==> src/rtl/env_pkg.sv <==
// Shared definitions for the ADSR envelope generator: phase encoding and code constants.
package env_pkg;

    localparam int ENV_STATE_W = 3;

    typedef enum logic [ENV_STATE_W-1:0] {
        IDLE    = 3'd0,
        ATTACK  = 3'd1,
        DECAY   = 3'd2,
        SUSTAIN = 3'd3,
        RELEASE = 3'd4
    } env_state_t;

    localparam logic [ENV_STATE_W-1:0] CODE_IDLE    = 3'd0;
    localparam logic [ENV_STATE_W-1:0] CODE_ATTACK  = 3'd1;
    localparam logic [ENV_STATE_W-1:0] CODE_DECAY   = 3'd2;
    localparam logic [ENV_STATE_W-1:0] CODE_SUSTAIN = 3'd3;
    localparam logic [ENV_STATE_W-1:0] CODE_RELEASE = 3'd4;

endpackage

==> src/rtl/env_step.sv <==
// One envelope step: add or subtract an amount from the current value, clamped at a target,
// flagging when the target is reached. A zero amount jumps straight to the target.
module env_step #(
    parameter int C_WIDTH = 32
) (
    input  logic [C_WIDTH-1:0] value,
    input  logic [C_WIDTH:0]   amount,
    input  logic [C_WIDTH-1:0] target,
    input  logic               subtract,
    output logic [C_WIDTH-1:0] result,
    output logic               reached
);

    logic [C_WIDTH:0] wide_value;
    logic [C_WIDTH:0] wide_target;
    logic [C_WIDTH:0] sum;
    logic [C_WIDTH:0] diff;

    assign wide_value  = {1'b0, value};
    assign wide_target = {1'b0, target};
    assign sum         = wide_value + amount;
    assign diff        = wide_value - amount;

    // The extra top bit keeps sums from wrapping; underflow is ruled out before diff is trusted.
    always_comb begin
        result  = target;
        reached = 1'b1;
        if (amount != '0) begin
            if (subtract) begin
                if ((amount < wide_value) && (diff > wide_target)) begin
                    result  = diff[C_WIDTH-1:0];
                    reached = 1'b0;
                end
            end else if (sum < wide_target) begin
                result  = sum[C_WIDTH-1:0];
                reached = 1'b0;
            end
        end
    end

endmodule

==> src/rtl/envelope_gen.sv <==
// ADSR envelope generator stepped by a sample tick; env feeds a downstream multiplier.
// Define ENV_EXP_RELEASE_EN for an exponential release ((env >> rate[4:0]) + 1 per tick).
module envelope_gen
    import env_pkg::*;
#(
    parameter int                 C_WIDTH = 32,
    parameter logic [C_WIDTH-1:0] ENV_MAX = {C_WIDTH{1'b1}}
) (
    input  logic                   ctl_clk,
    input  logic                   reset,
    input  logic                   tick,
    input  logic                   gate,
    input  logic [C_WIDTH-1:0]     attack_rate,
    input  logic [C_WIDTH-1:0]     decay_rate,
    input  logic [C_WIDTH-1:0]     sustain_level,
    input  logic [C_WIDTH-1:0]     release_rate,
    output logic [C_WIDTH-1:0]     env,
    output logic                   env_valid,
    output logic [ENV_STATE_W-1:0] state,
    output logic                   busy
);

    env_state_t         phase;
    env_state_t         phase_next;
    logic [C_WIDTH-1:0] env_next;
    logic               gate_q;
    logic               rise;
    logic               fall;

    logic [C_WIDTH:0]   release_step;
    logic [C_WIDTH:0]   step_amount;
    logic [C_WIDTH-1:0] step_target;
    logic               step_sub;
    logic [C_WIDTH-1:0] step_result;
    logic               step_reached;

    assign rise = gate & ~gate_q;
    assign fall = ~gate & gate_q;

`ifdef ENV_EXP_RELEASE_EN
    assign release_step = {1'b0, env >> release_rate[4:0]} + {{C_WIDTH{1'b0}}, 1'b1};
`else
    assign release_step = {1'b0, release_rate};
`endif

    assign step_amount = (phase == ATTACK) ? {1'b0, attack_rate} :
                         (phase == DECAY)  ? {1'b0, decay_rate}  : release_step;
    assign step_target = (phase == ATTACK) ? ENV_MAX :
                         (phase == DECAY)  ? sustain_level : '0;
    assign step_sub    = (phase != ATTACK);

    env_step #(
        .C_WIDTH (C_WIDTH)
    ) u_step (
        .value    (env),
        .amount   (step_amount),
        .target   (step_target),
        .subtract (step_sub),
        .result   (step_result),
        .reached  (step_reached)
    );

    always_ff @(posedge ctl_clk or negedge reset) begin
        if (!reset) begin
            phase     <= IDLE;
            env       <= '0;
            gate_q    <= 1'b0;
            env_valid <= 1'b0;
        end else begin
            env_valid <= tick;
            if (tick) begin
                phase  <= phase_next;
                env    <= env_next;
                gate_q <= gate;
            end
        end
    end

    // Gate edges only redirect the phase; the new phase's step starts on the following tick.
    always_comb begin
        phase_next = phase;
        env_next   = env;
        case (phase)
            IDLE: begin
                env_next = '0;
                if (rise) phase_next = ATTACK;
            end
            ATTACK, DECAY: begin
                if (rise) begin
                    phase_next = ATTACK;
                end else if (fall) begin
                    phase_next = RELEASE;
                end else begin
                    env_next = step_result;
                    if (step_reached) phase_next = (phase == ATTACK) ? DECAY : SUSTAIN;
                end
            end
            SUSTAIN: begin
                if (rise) begin
                    phase_next = ATTACK;
                end else if (fall) begin
                    phase_next = RELEASE;
                end else begin
                    env_next = sustain_level;
                end
            end
            RELEASE: begin
                if (rise) begin
                    phase_next = ATTACK;
                end else begin
                    env_next = step_result;
                    if (step_reached) phase_next = IDLE;
                end
            end
            default: begin
                phase_next = IDLE;
                env_next   = '0;
            end
        endcase
    end

    always_comb begin
        state = phase;
        busy  = (phase != IDLE);
    end

endmodule
==> config.mk <==
export PLATFORM = sky130hd
export DESIGN_NAME = envelope_gen
export DESIGN_NICKNAME = d
export VERILOG_FILES = /design/src/rtl/env_pkg.sv /design/src/rtl/env_step.sv /design/src/rtl/envelope_gen.sv
export SDC_FILE = /design/constraint.sdc
export NUM_CORES = 1
export LEC_CHECK = 0
export CAP_MARGIN = 10
export CORE_MARGIN = 4
export CORE_UTILIZATION = 55
export CTS_BUF_LIST = sky130_fd_sc_hd__clkbuf_2
export CTS_CLUSTER_SIZE = 16
export DETAILED_ROUTE_END_ITERATION = 10
export GPL_ROUTABILITY_DRIVEN = 1
export MAX_ROUTING_LAYER = met4
export PLACE_DENSITY_LB_ADDON = 0.25
export SYNTH_ARGS = -nofsm -noshare
export SYNTH_HDL_FRONTEND = slang
export SYNTH_SLANG_ARGS = --single-unit
==> constraint.sdc <==
create_clock -name ctl_clk -period 11.87 [get_ports ctl_clk]
set_input_delay 2.374 -clock ctl_clk [delete_from_list [all_inputs] [get_ports ctl_clk]]
set_output_delay 2.374 -clock ctl_clk [all_outputs]
set_load 0.02 [all_outputs]
# After elaboration in Yosys (flattened, before gate mapping)
# Cells that the tools add are included.
[op_classes]
bitwise = 4
n_lt_le_gt_ge = 3
eq_ne = 14
reduce_logical = 7
mux = 28
n_addsub = 2
[op_table]
columns = ["cell", "count"]
rows = [
  ["$mux W32", 13],
  ["$pmux W32 S3", 1],
  ["$add A32 B32 Y33", 1],
  ["$gt A33 B32 Y1", 1],
  ["$lt A33 B32 Y1", 1],
  ["$reduce_bool A33 Y1", 1],
  ["$sub A32 B32 Y33", 1],
  ["$lt A32 B32 Y1", 1],
  ["$mux W3", 8],
  ["$ne A2 B2 Y1 const B", 6],
  ["$pmux W3 S4", 1],
  ["$eq A3 B2 Y1 const B", 2],
  ["$ne A3 B3 Y1 const B", 2],
  ["$reduce_and A6 Y1", 1],
  ["$mux W1", 5],
  ["$reduce_and A5 Y1", 1],
  ["$ne A4 B4 Y1 const B", 1],
  ["$eq A3 B1 Y1 const B", 1],
  ["$eq A3 B3 Y1 const B", 1],
  ["$logic_not A3 Y1", 1],
  ["$ne A3 B1 Y1 const B", 1],
  ["$reduce_bool A3 Y1", 1],
  ["$and A1 B1 Y1", 2],
  ["$not A1 Y1", 2],
  ["other kinds (2)", 2],
]
[totals]
regBits = 37
in_bits = 132

# Depth between registers and ports, before layout
[logic_depth]
depth_word = 13
depth_mapped = 30
mapped_depth_nobuf = 25

# Modules after synthesis
# A second synthesis with hierarchy kept.
[unflattened]
hier_cells = 1165
hier_area_um2 = 8557.0
[by_module_without_submodules]
columns = ["mod", "cells_per_inst", "area_per_inst_um2", "instances", "seq_area_each_um2"]
rows = [
  ["env_step", 836, 5839.4, 1, 0.0],
  ["envelope_gen", 329, 2717.6, 1, 925.9],
]

# Worst setup path after synthesis
# OpenSTA, ideal clock, no wires.
[synth_path]
kind = "input -> register"
startpoint = "input port attack_rate[5]"
endpoint = "register phase[2], in the netlist state[2]"
t_required_ns = 11.742
setup_ns = 0.128
path_stages = 23
arrival_time_ns = 7.329
slack_ns = 4.413
n_path_buf = 1
cell_sequence = "o22a_1 -> o22ai_1 -> inv_1 -> ha_1 -> buf_6 -> nor3b_1 -> or4_4 -> a211oi_2 -> o21bai_1 -> a2111oi_2 -> o21a_1 -> xnor2_1 -> inv_1 -> ha_1 -> nand3_1 -> or4b_2 -> o31a_1 -> o311a_1 -> o22a_2 -> nand2_1 -> nand2_1 -> a31oi_1 -> mux2_1"
[synth_between]
elab_chain_len = 9
word_cells_on_any_way = 15
classes_between = "add/sub (2); order compare (3); eq/ne (2); mux (5); reduce/logical (3)"
[synth_lines]
columns = ["element", "line", "rtl"]
rows = [
  ["from (decl)", "envelope_gen.sv:13", "input logic [C_WIDTH-1:0] attack_rate,"],
  ["$mux W32 *", "envelope_gen.sv:46", "assign step_amount = (phase == ATTACK) ? {1'b0, attack_rate} :"],
  ["$sub A32 B32 Y33", "env_step.sv:22", "assign diff = wide_value - amount;"],
  ["$gt A33 B32 Y1", "env_step.sv:30", "if ((amount < wide_value) && (diff > wide_target)) begin"],
  ["$logic_and A1 B1 Y1", "env_step.sv:30", ""],
  ["$mux W1", "env_step.sv:30", ""],
  ["$mux W1", "env_step.sv:29", "if (subtract) begin"],
  ["$mux W1 *", "env_step.sv:28", "if (amount != '0) begin"],
  ["$ne A4 B4 Y1 (no line) / $ne A3 B3 Y1 (equally long branches)", "-", ""],
  ["$reduce_and A5 Y1 (no line) *", "-", ""],
  ["to (signal assigned)", "envelope_gen.sv:72", "phase <= phase_next;"],
  ["to (decl)", "envelope_gen.sv:23", "env_state_t phase;"],
]
# Every way passes the cells marked *; elsewhere a longest branch is shown, timed or not.
# A chain may end at the register's enable or synchronous reset.

# Worst setup path after layout
[layout_path]
startpoint = "input port attack_rate[0]"
endpoint = "register phase[2], in the netlist state[2]"
# Same word-level chain as after synthesis.

==> impl_metrics.ini <==
[placement]
hpwl_um = 27400
io_buffers = 168
place_congestion = 1.05

[detailed_routing]
routed_wirelength_um = 35500
routedWlPerCell_um = 23.7
avgViaCountPerCell = 6.70
dr.pass1.iters = 6
drcViolationCount = 0
vias = 10000
drtAntennaViolNets = 0
initialDrtViolationCount = 1342

[critical_path]
worstPathMaxFanout = 23
critPathMaxStageDelay_ns = 0.63
required_ns = 12.31
crit_buf_inv = 2
crit_slowest_cell = o21ai_0
critPathTopFamily = compound AO/OA/AOI/OAI gates
criticalPathCategory = in2reg
endpoint_kind = register
cp_common_cell = nand2_1
start_kind = primary input
cp.arrival_ns = 9.16

[die]
dieArea_um2 = 17700
die_w_um = 133
start_util_pct = 56.4
dieHeight_um = 133
coreArea_um2 = 15300
io_pins = 169
rows = 45

[synthesis]
synth_top_family_by_area = compound AO/OA/AOI/OAI gates
synth-async-reset-ratio_pct = 100
synth-xor-area-share_pct = 6.00
synth_cells = 1172
ys.flop_type = dfrtp_1
synth_cell_type_count = 87
yosysSeqAreaShare_pct = 10.8
yosysWarnings = 0
synthAdderAreaFrac_pct = 19.9
ys_ff_latch = 37
synth_fp_nets = 1440
synthMuxAreaShare_pct = 0.363
syn_area_per_cell_um2 = 7.34
yosys.area_share.simple_pct = 18.7
synth_enable_flop_cells = 0
synth_compound_area_share_pct = 36.4
synth_area_um2 = 8610

[final_layout]
drive_above_1_share_pct = 3.97
final_common_cell = clkdlybuf4s50_1
layout_common_cells = 167 x clkdlybuf4s50_1, 148 x a21oi_1, 134 x ha_1
final_util_pct = 67.9
n_fill_cell = 1391
nNetsFinal = 1552
syn_to_final_growth_pct = 20.3

[timing]
hold_viol = 0
finalSetupViolCount = 0
tightest_slew_ns = 1.11
relSlewSlack_pct = 25.9
tns_ns = 0
clock_skew_ns = 0.0123
max_freq_mhz = 115
period_needed_ns = 8.72
drv_slew = 0
grt_setup_unrepaired = no
period_share_pct = 73.4

[clocking]
cts_setup_buffers = 0
cts_buffers = 5
cts_resized = 0
path_clk_slew_ns = 0.26
cts-root-buf = clkbuf_2
insertion_delay_ns = 0.51
clk_path_buf_depth = 2
htree_levels = 2
numClockSinks = 37
cts_tree = done
cts_hold_buf = 0

[global_routing]
track_usage_pct = 39.6
grt_first_pass_wirelength_um = 54300
grt_overflow_total = 0
grt_pass1_vias = 9434
grt_antenna_before_repair = 2
grt_max_degree = 50

[flow_run]
cap_viol_max_count = 0

[run_status]
status = complete, no violations

[hold_path]
worstHoldPathType = reg2reg
## worst min-delay path, cell delays in order (launching register included)
cell	delay [ns]
dfrtp_1	0.47
a21oi_1	0.09
o31ai_1	0.05
## cell type report
class                      count  area [µm²]  share of cell area, %
clock buffer                   5        25.0                  0.242
multi-input combinational    986        7020                   67.8
tap                          211         264                   2.55
sequential                    37         926                   8.94
timing repair buffer         181        1770                   17.1
inverter                      73         274                   2.65
clock inverter                 3        65.1                  0.628
antenna                        2        5.00                 0.0483
## routing by layer
layer	wire, µm	global-route usage [%]	up-vias
met1	15000	53.4	4676
met2	15000	58.7	669
met3	4410	10.2	92
li1	-	-	4605
met4	1100	11.0	0
met5	0	-	-
## worst paths after layout
kind,endpoint,start,slack (ns),depth (start not counted)
worst max-delay path,state[2],attack_rate[0],3.15,25
worst min-delay path,env[22],env[22],0.61,2
worst max register to register,state[2],state[1],4.04,26
worst min register to register,env[22],env[22],0.61,2
max in group asynchronous,env[19],reset,9.18,1
min in group asynchronous,env[8],reset,2.03,1
## cells in the mapped netlist, drive strengths merged (36+ instances only)
master | count | area share, %
inv | 73 | 3.2
nor2 | 77 | 3.4
dfrtp | 37 | 11
o21ai | 58 | 3.4
o22ai | 39 | 3.1
ha | 134 | 19
nand2 | 89 | 3.9
clkbuf | 39 | 1.7
nand3 | 36 | 2.1
a21oi | 149 | 8.7
buf | 37 | 2.9
xnor2 | 47 | 4.8
## registers in the layout (all words and copies together) (netlist names)
signal,flops
gate_q,1
state,3
env_valid,1
env,32
## kinds of logic after synthesis
kind of cell    Yosys count
mux                       3
simple gates            324
fa+ha+maj               136
flops                    37
buf+inv                 149
compound gates          464
xor+xnor                 59
## through the flow
| step | std cells | hold WS, ns | worst slack, ns | cell area [µm²] |
|---|---|---|---|---|
| 2_1_floorplan | 1172 | 0.535 | 4.41 | 8610 |
| 3_3_place_gp | 1488 | 0.545 | 2.95 | 10300 |
| 3_5_place_dp | 1488 | 0.563 | 2.76 | 10300 |
| 4_1_cts | 1496 | 0.613 | 3.31 | 10400 |
| 5_1_grt | 1498 | 0.656 | 2.82 | 10400 |
| 6_report | 1498 | 0.614 | 3.15 | 10400 |
Power is left out: the tool's default activity adds up to more than one toggle a clock period on the data nets, which glitch-free logic cannot reach.
